==> config.mk <==
export PLATFORM = sky130hd
export DESIGN_NAME = data_mem_responder_flat
export DESIGN_NICKNAME = d
export VERILOG_FILES = /design/src/rtl/data_mem_responder_if.sv /design/src/rtl/data_mem_responder.sv /design/src/flat_wrapper.sv
export SDC_FILE = /design/constraint.sdc
export NUM_CORES = 2
export LEC_CHECK = 0
export BUFFER_PORTS_ARGS = -buffer_cell sky130_fd_sc_hd__buf_2
export CAP_MARGIN = 30
export CORE_MARGIN = 2
export CORE_UTILIZATION = 63
export DETAILED_ROUTE_END_ITERATION = 8
export GPL_ROUTABILITY_DRIVEN = 0
export GPL_TIMING_DRIVEN = 0
export PLACE_DENSITY = 0.83
export SETUP_SLACK_MARGIN = 0.5
export SYNTH_ARGS = -nofsm -noshare
export SYNTH_HDL_FRONTEND = slang
export SYNTH_SLANG_ARGS = --single-unit
export TNS_END_PERCENT = 5
==> constraint.sdc <==
create_clock -name clk -period 7.25 [get_ports clk]
set_input_delay 1.8125 -clock clk [delete_from_list [all_inputs] [get_ports clk]]
set_output_delay 1.8125 -clock clk [all_outputs]
set_load 0.03 [all_outputs]
==> src/rtl/data_mem_responder_if.sv <==
// CPU data-memory bus between the core (master) and the memory-side responder (slave).
// Carries the word address, write data, write strobe and combinational read data.
interface data_mem_responder_if;
  logic [15:0] mem_access_addr;
  logic [15:0] mem_write_data;
  logic        mem_write_en;
  logic [15:0] mem_read_data;

  modport master (
    output mem_access_addr,
    output mem_write_data,
    output mem_write_en,
    input  mem_read_data
  );

  modport slave (
    input  mem_access_addr,
    input  mem_write_data,
    input  mem_write_en,
    output mem_read_data
  );
endinterface

==> src/rtl/data_mem_responder.sv <==
// Memory-side responder: 16-bit word RAM with a post-reset self-clear,
// sticky write-error flags and a saturating committed-write counter.
module data_mem_responder #(
  parameter int unsigned ADDR_W = 8
) (
  input  logic                 clk,
  input  logic                 rst,
  data_mem_responder_if.slave  bus,
  output logic                 init_busy,
  output logic                 addr_err,
  output logic                 drop_err,
  output logic [15:0]          write_count
);
  localparam int unsigned DEPTH = 2 ** ADDR_W;

  typedef enum logic {CLEAR, READY} state_t;

  state_t             state;
  logic [ADDR_W-1:0]  clear_ptr;
  logic [ADDR_W-1:0]  index;
  logic               in_range;
  logic [15:0]        mem [DEPTH];

  logic               mem_we;
  logic [ADDR_W-1:0]  mem_wa;
  logic [15:0]        mem_wd;

  always_comb begin
    index    = bus.mem_access_addr[ADDR_W-1:0];
    in_range = (bus.mem_access_addr >> ADDR_W) == 16'd0;
  end

  always_ff @(posedge clk) begin
    if (rst) begin
      state       <= CLEAR;
      clear_ptr   <= '0;
      addr_err    <= 1'b0;
      drop_err    <= 1'b0;
      write_count <= '0;
    end else begin
      case (state)
        CLEAR: begin
          clear_ptr <= clear_ptr + 1'b1;
          if (clear_ptr == '1)
            state <= READY;
          if (bus.mem_write_en)
            drop_err <= 1'b1;
        end
        READY: begin
          if (bus.mem_write_en) begin
            if (in_range) begin
              if (write_count != '1)
                write_count <= write_count + 16'd1;
            end else begin
              addr_err <= 1'b1;
            end
          end
        end
        default: state <= CLEAR;
      endcase
    end
  end

  // Single write port shared by the self-clear and CPU writes; the reset
  // edge itself leaves the array untouched.
  always_comb begin
    mem_we = 1'b0;
    mem_wa = index;
    mem_wd = bus.mem_write_data;
    if (!rst) begin
      if (state == CLEAR) begin
        mem_we = 1'b1;
        mem_wa = clear_ptr;
        mem_wd = '0;
      end else if (bus.mem_write_en && in_range) begin
        mem_we = 1'b1;
      end
    end
  end

  always_ff @(posedge clk) begin
    if (mem_we)
      mem[mem_wa] <= mem_wd;
  end

  always_comb begin
    init_busy         = (state == CLEAR);
    bus.mem_read_data = (state == READY && in_range) ? mem[index] : '0;
  end
endmodule

==> src/flat_wrapper.sv <==
// flat-port wrapper written by rule: the top's interface ports become plain ports
module data_mem_responder_flat 
#(
  parameter int unsigned ADDR_W = 8
)
  (clk, rst, init_busy, addr_err, drop_err, write_count, bus_mem_access_addr, bus_mem_write_data, bus_mem_write_en, bus_mem_read_data);
  data_mem_responder_if bus_i ();
  input  logic clk;
  input  logic rst;
  output logic init_busy;
  output logic addr_err;
  output logic drop_err;
  output logic [15:0] write_count;
  input wire logic [$bits(bus_i.mem_access_addr)-1:0] bus_mem_access_addr;
  input wire logic [$bits(bus_i.mem_write_data)-1:0] bus_mem_write_data;
  input wire logic [$bits(bus_i.mem_write_en)-1:0] bus_mem_write_en;
  output wire logic [$bits(bus_i.mem_read_data)-1:0] bus_mem_read_data;
  assign bus_i.mem_access_addr = bus_mem_access_addr;
  assign bus_i.mem_write_data = bus_mem_write_data;
  assign bus_i.mem_write_en = bus_mem_write_en;
  assign bus_mem_read_data = bus_i.mem_read_data;
  data_mem_responder #(.ADDR_W(ADDR_W)) u_core (.clk(clk), .rst(rst), .bus(bus_i), .init_busy(init_busy), .addr_err(addr_err), .drop_err(drop_err), .write_count(write_count));
endmodule
==> metrics.csv, run 1 <==
stage,metric,value,unit
run_status,run status,aborted with a tool error,
run_status,Stopped at,5_1_grt,
run_status,Log Error,[ERROR GRT-0116] Global routing finished with congestion. Check the congestion regions in the DRC Viewer.,
logic_synthesis,ys async rst share,0,%
global_routing,gr usage total,70.86,%
placed_design,port bufs,65,
floorplan,# rows,185,
global_routing,total gr overflow,238,
placed_design,Cells after DPL,11350,
placed_design,placed cell area,0.1723,mm^2
logic_synthesis,"FF+latch count, synth",4123,
clock_network,htree depth,5,
floorplan,Initial Util,63.14,%
global_routing,first-pass GRT wire length,1203000,um
clock_network,CTS Root Cell,clkbuf_16,
clock_network,CTS hold repair buffers,0,
global_routing,vias in the first global route,120300,
logic_synthesis,Synth warnings,0,
clock_network,TritonCTS Buffers,404,
logic_synthesis,Synth top area share,76.85,%
logic_synthesis,largest cells by area after synthesis,"edfxtp_1, mux4_2, mux2i_1",
logic_synthesis,"Cell Area, Synth",0.1600,mm^2
floorplan,die width,508.0,um
floorplan,die height,508.0,um
floorplan,Boundary Pins,70,
clock_network,Max Buffers Root-to-Sink,4,
logic_synthesis,Mapped Avg Cell Area,21.24,um^2
logic_synthesis,"count leader, synth",edfxtp_1,
clock_network,clk sinks,4123,
logic_synthesis,Cells after Synth,7535,
logic_synthesis,Synth area leader,edfxtp_1,
logic_synthesis,"EDFF count, synth",4096,
logic_synthesis,register area share after synthesis,77.19,%
logic_synthesis,Cell variety after synth,78,
logic_synthesis,main flop type after synthesis,edfxtp_1,
logic_synthesis,most instantiated cells after synthesis,"edfxtp_1, mux4_2, mux2i_1, nor2_1, o221ai_1",
global_routing,largest net degree at the start of global routing,106,
logic_synthesis,syn_nets,7572,
placed_design,post-DP HPWL,424300,um
[repair_timing]
| action | in CTS |
|---|---|
| pin swaps | 70 |
| gates resized for setup | 968 |
| buffers inserted | 126 |
| gates cloned | 4 |
| endpoints found under the setup margin | 16 |
| endpoints found under the hold margin | 0 |
[cells by family after synthesis]
family	count (synthesis)	share of synthesized area, %
AND/OR/NAND/NOR	841	2.343
multiplexers	1363	15.19
adder cells (fa/ha/maj)	2	0.01563
buffers and inverters	449	1.897
XOR/XNOR	20	0.1094
flip-flops	4123	77.19
AO/OA/AOI/OAI	737	3.251
[layer usage]
metal,global-route usage (%),overflow
met1,68.59,19
met2,81.98,90
met3,66.97,12
met4,63.25,114
met5,47.72,3
[metrics by stage]
step                      hold slack, ns  setup slack (ns)  utilization [%]
after floorplan                   0.4828            0.7063                -
after global placement            0.4711            -3.999            64.93
after detailed placement          0.4711            -1.709            67.98
after CTS                         0.5798            0.4080            75.23
==> run 2: changes to the inputs <==
CORE_UTILIZATION = 40   (was 63)
PLACE_DENSITY = not set   (was 0.83)
PLACE_DENSITY_LB_ADDON = 0.15   (was not set)
SETUP_SLACK_MARGIN = not set   (was 0.5)
==> run 2 against run 1 <==
  * The flow now finishes, with violations (DRC, setup timing)
  * Area after synthesis did not move
  * Synthesized cell count did not move
==> metrics.csv, run 2 <==
stage,metric,value,unit
timing,unrepaired setup endpoints after global routing,yes,
route,Antenna Nets Post-Route,0,
pwr,Sw Share,23.53,%
critical_path,reg2reg path depth,9,
logic_synthesis,Synth area leader,edfxtp_1,
timing,final setup fails,16,
route,wire per inst,49.03,um
run_status,run status,finished with violations,
global_routing,met1 usage,42.19,%
route,DRC Markers,1,
placed_design,Setup WS pre-CTS,-2.309,ns
global_routing,initial antenna violation count,55,
cells_and_area,Layout fillers,32410,
global_routing,largest net degree at the start of global routing,105,
critical_path,reg2reg setup slack,2.23,ns
critical_path,worst path required time,5.44,ns
pwr,Clock power frac,42.9,%
critical_path,CP arrival,5.76,ns
pwr,NetSw,12330,uW
logic_synthesis,"count leader, synth",edfxtp_1,
logic_synthesis,main flop type after synthesis,edfxtp_1,
timing,Final Max Tran Viols,0,
floorplan,Initial Util,40.13,%
pwr,logic gate share of total power,7.0,%
cells_and_area,share of cells above drive strength 1,31.37,%
logic_synthesis,"Cell Area, Synth",0.1600,mm^2
clock_network,clk sinks,4123,
clock_network,htree depth,5,
run,# Max-Cap Violations,0,
timing,Slew HR,6.102,%
clock_network,CTS hold repair buffers,0,
global_routing,vias in the first global route,86930,
clock_network,TritonCTS Buffers,438,
route,count of TritonRoute iterations in the first routing pass,9,
floorplan,die area,0.4052,mm^2
critical_path,Worst Setup Start Kind,input port,
timing,worst slew pin tran,1.391,ns
cells_and_area,max reg flops,4096,
placed_design,post-DP HPWL,480300,um
timing,f_max,132.0,MHz
logic_synthesis,"FF+latch count, synth",4123,
logic_synthesis,"EDFF count, synth",4096,
clock_network,Max Buffers Root-to-Sink,4,
timing,Final Hold Fails,0,
logic_synthesis,Synth warnings,0,
logic_synthesis,register area share after synthesis,77.19,%
cells_and_area,biggest regs,"u_core.mem (4096), u_core.write_count (16), u_core.clear_ptr (8)",
cells_and_area,Biggest register,u_core.mem,
logic_synthesis,largest cells by area after synthesis,"edfxtp_1, mux4_2, mux2i_1",
floorplan,Core Box Area,0.3988,mm^2
timing,Layout Skew,0.1068,ns
critical_path,critical path class,input port to output port,
logic_synthesis,Synth top area share,76.85,%
route,via/cell ratio,6.586,
logic_synthesis,Cells after Synth,7535,
route,DR vias,93030,
timing,Final Critical Period,7.577,ns
timing,fin crit share,104.5,%
critical_path,Critical Path Sink Type,output port,
floorplan,Boundary Pins,70,
cells_and_area,"commonest non-fill, non-tap cell in the layout",edfxtp_1,
logic_synthesis,ys async rst share,0,%
pwr,Worst VDD drop,0.0002395,V
min_path,hold path depth,2,
logic_synthesis,Mapped Avg Cell Area,21.24,um^2
logic_synthesis,Cell variety after synth,78,
clock_network,clk_lat worst skew,1.06,ns
timing,PnR worst setup slack,-0.3265,ns
clock_network,CTS tree,yes,
global_routing,met2 Use GR,48.59,%
placed_design,port bufs,65,
logic_synthesis,most instantiated cells after synthesis,"edfxtp_1, mux4_2, mux2i_1, nor2_1, o221ai_1",
critical_path,CP max FO,9,
route,1st-iter DRT viols,17530,
floorplan,die height,636.6,um
run_status,failing checks,"DRC, setup timing",
clock_network,CTS Root Cell,clkbuf_16,
global_routing,total gr overflow,0,
pwr,Pleak,0.06180,uW
global_routing,grt peak-use layer,met2,
cells_and_area,Layout area overhead,20.64,%
global_routing,gr usage total,33.61,%
pwr,Pwr per Cell Area,271.4,mW/mm^2
global_routing,met3 Use GR,12.27,%
global_routing,first-pass GRT wire length,879000,um
cells_and_area,final-stage net count,8500,
pwr,P_int,40070,uW
floorplan,die width,636.6,um
clock_network,clock slew at reported path FFs,0.06,ns
route,Final Routed Wirelength,692600,um
pwr,Flop pwr share,50.1,%
floorplan,# rows,232,
cells_and_area,Final Util,48.41,%
cells_and_area,"commonest cells after routing, fill and taps aside","edfxtp_1, mux4_2, mux2i_1",
min_path,Hold WC Path Type,flop to flop,
logic_synthesis,syn_nets,7572,
[run 2: what timing repair did]
item	4_1_cts	5_1_grt
gates resized for setup	642	75
endpoints found under the setup margin	16	16
gates cloned	0	0
setup buffers	50	11
pin swaps	30	21
[run 2: area by class of cell]
| cell class | instances | area (um^2) | share of cell area, % |
|---|---|---|---|
| plain buffers | 441 | 5207 | 2.697 |
| clock inverters | 268 | 2638 | 1.366 |
| flip-flops and latches | 4123 | 123500 | 63.99 |
| inverters | 5 | 23.77 | 0.01231 |
| multi-input cells | 2963 | 35900 | 18.59 |
| clock buffers | 540 | 11520 | 5.967 |
| well taps | 5265 | 6588 | 3.412 |
| diodes | 30 | 75.07 | 0.03888 |
| repair buffers | 491 | 7582 | 3.927 |
[run 2: kinds of logic (layout without fill, tap and decap cells)]
group | after synthesis | in the layout | synth area share (%)
flip-flops | 4123 | 4123 | 77.19
XOR/XNOR | 20 | 20 | 0.1094
AND/OR/NAND/NOR | 841 | 841 | 2.343
adder cells (fa/ha/maj) | 2 | 2 | 0.01563
buffers and inverters | 449 | 1745 | 1.897
AO/OA/AOI/OAI | 737 | 737 | 3.251
multiplexers | 1363 | 1363 | 15.19
other | 0 | 30 | 0
[run 2: worst paths after layout]
kind,end,startpoint
worst max-delay path,bus_mem_read_data[7],bus_mem_access_addr[5]
worst min-delay path,u_core.drop_err$_SDFFE_PP0P_,u_core.drop_err$_SDFFE_PP0P_
worst max register to register,u_core.mem[231][13]$_DFFE_PP_,u_core.state$_SDFF_PP0_
worst min register to register,u_core.drop_err$_SDFFE_PP0P_,u_core.drop_err$_SDFFE_PP0P_
[run 2: worst max-delay path: stages]
cell,delay (ns)
buf_2,0.16
nor2_1,0.76
nand2_2,0.61
nor2_2,0.64
nand3_1,0.48
o311ai_0,0.55
or4_4,0.37
o31ai_4,0.14
buf_2,0.22
[run 2: metrics by stage]
stage | cell area, um^2 | setup TNS [ns] | power, uW | hold WS (ns) | cells
floorplan | 160000 | 0 | 28290 | 0.4828 | 7535
global placement | 167000 | - | 29980 | 0.4498 | 12870
detailed placement | 175300 | -388.39 | 30030 | 0.4492 | 13230
CTS | 192600 | -0.2022 | 52230 | 0.4652 | 14080
global route | 193000 | -0.2296 | 53230 | 0.5285 | 14100
finish | 193100 | -2.791 | 52400 | 0.4673 | 14130
[run 2: layer usage]
metal | vias to the layer above | wire length (um)
met4 | 26 | 56650
met5 | - | 243
li1 | 33750 | -
met1 | 50090 | 242800
met3 | 1658 | 95600
met2 | 7501 | 297400
[run 2: power by group through the flow]
stage / sequential, uW / combinational [uW] / clock, uW
final: 26200 / 3670 / 22500
after global routing: 26200 / 3620 / 23400
after CTS: 26200 / 3500 / 22500
after detailed placement: 26700 / 3290 / 0
after global placement: 27000 / 3020 / 0
after floorplan: 26800 / 1450 / 0
No activity file was read; power rests on OpenSTA's default activity.
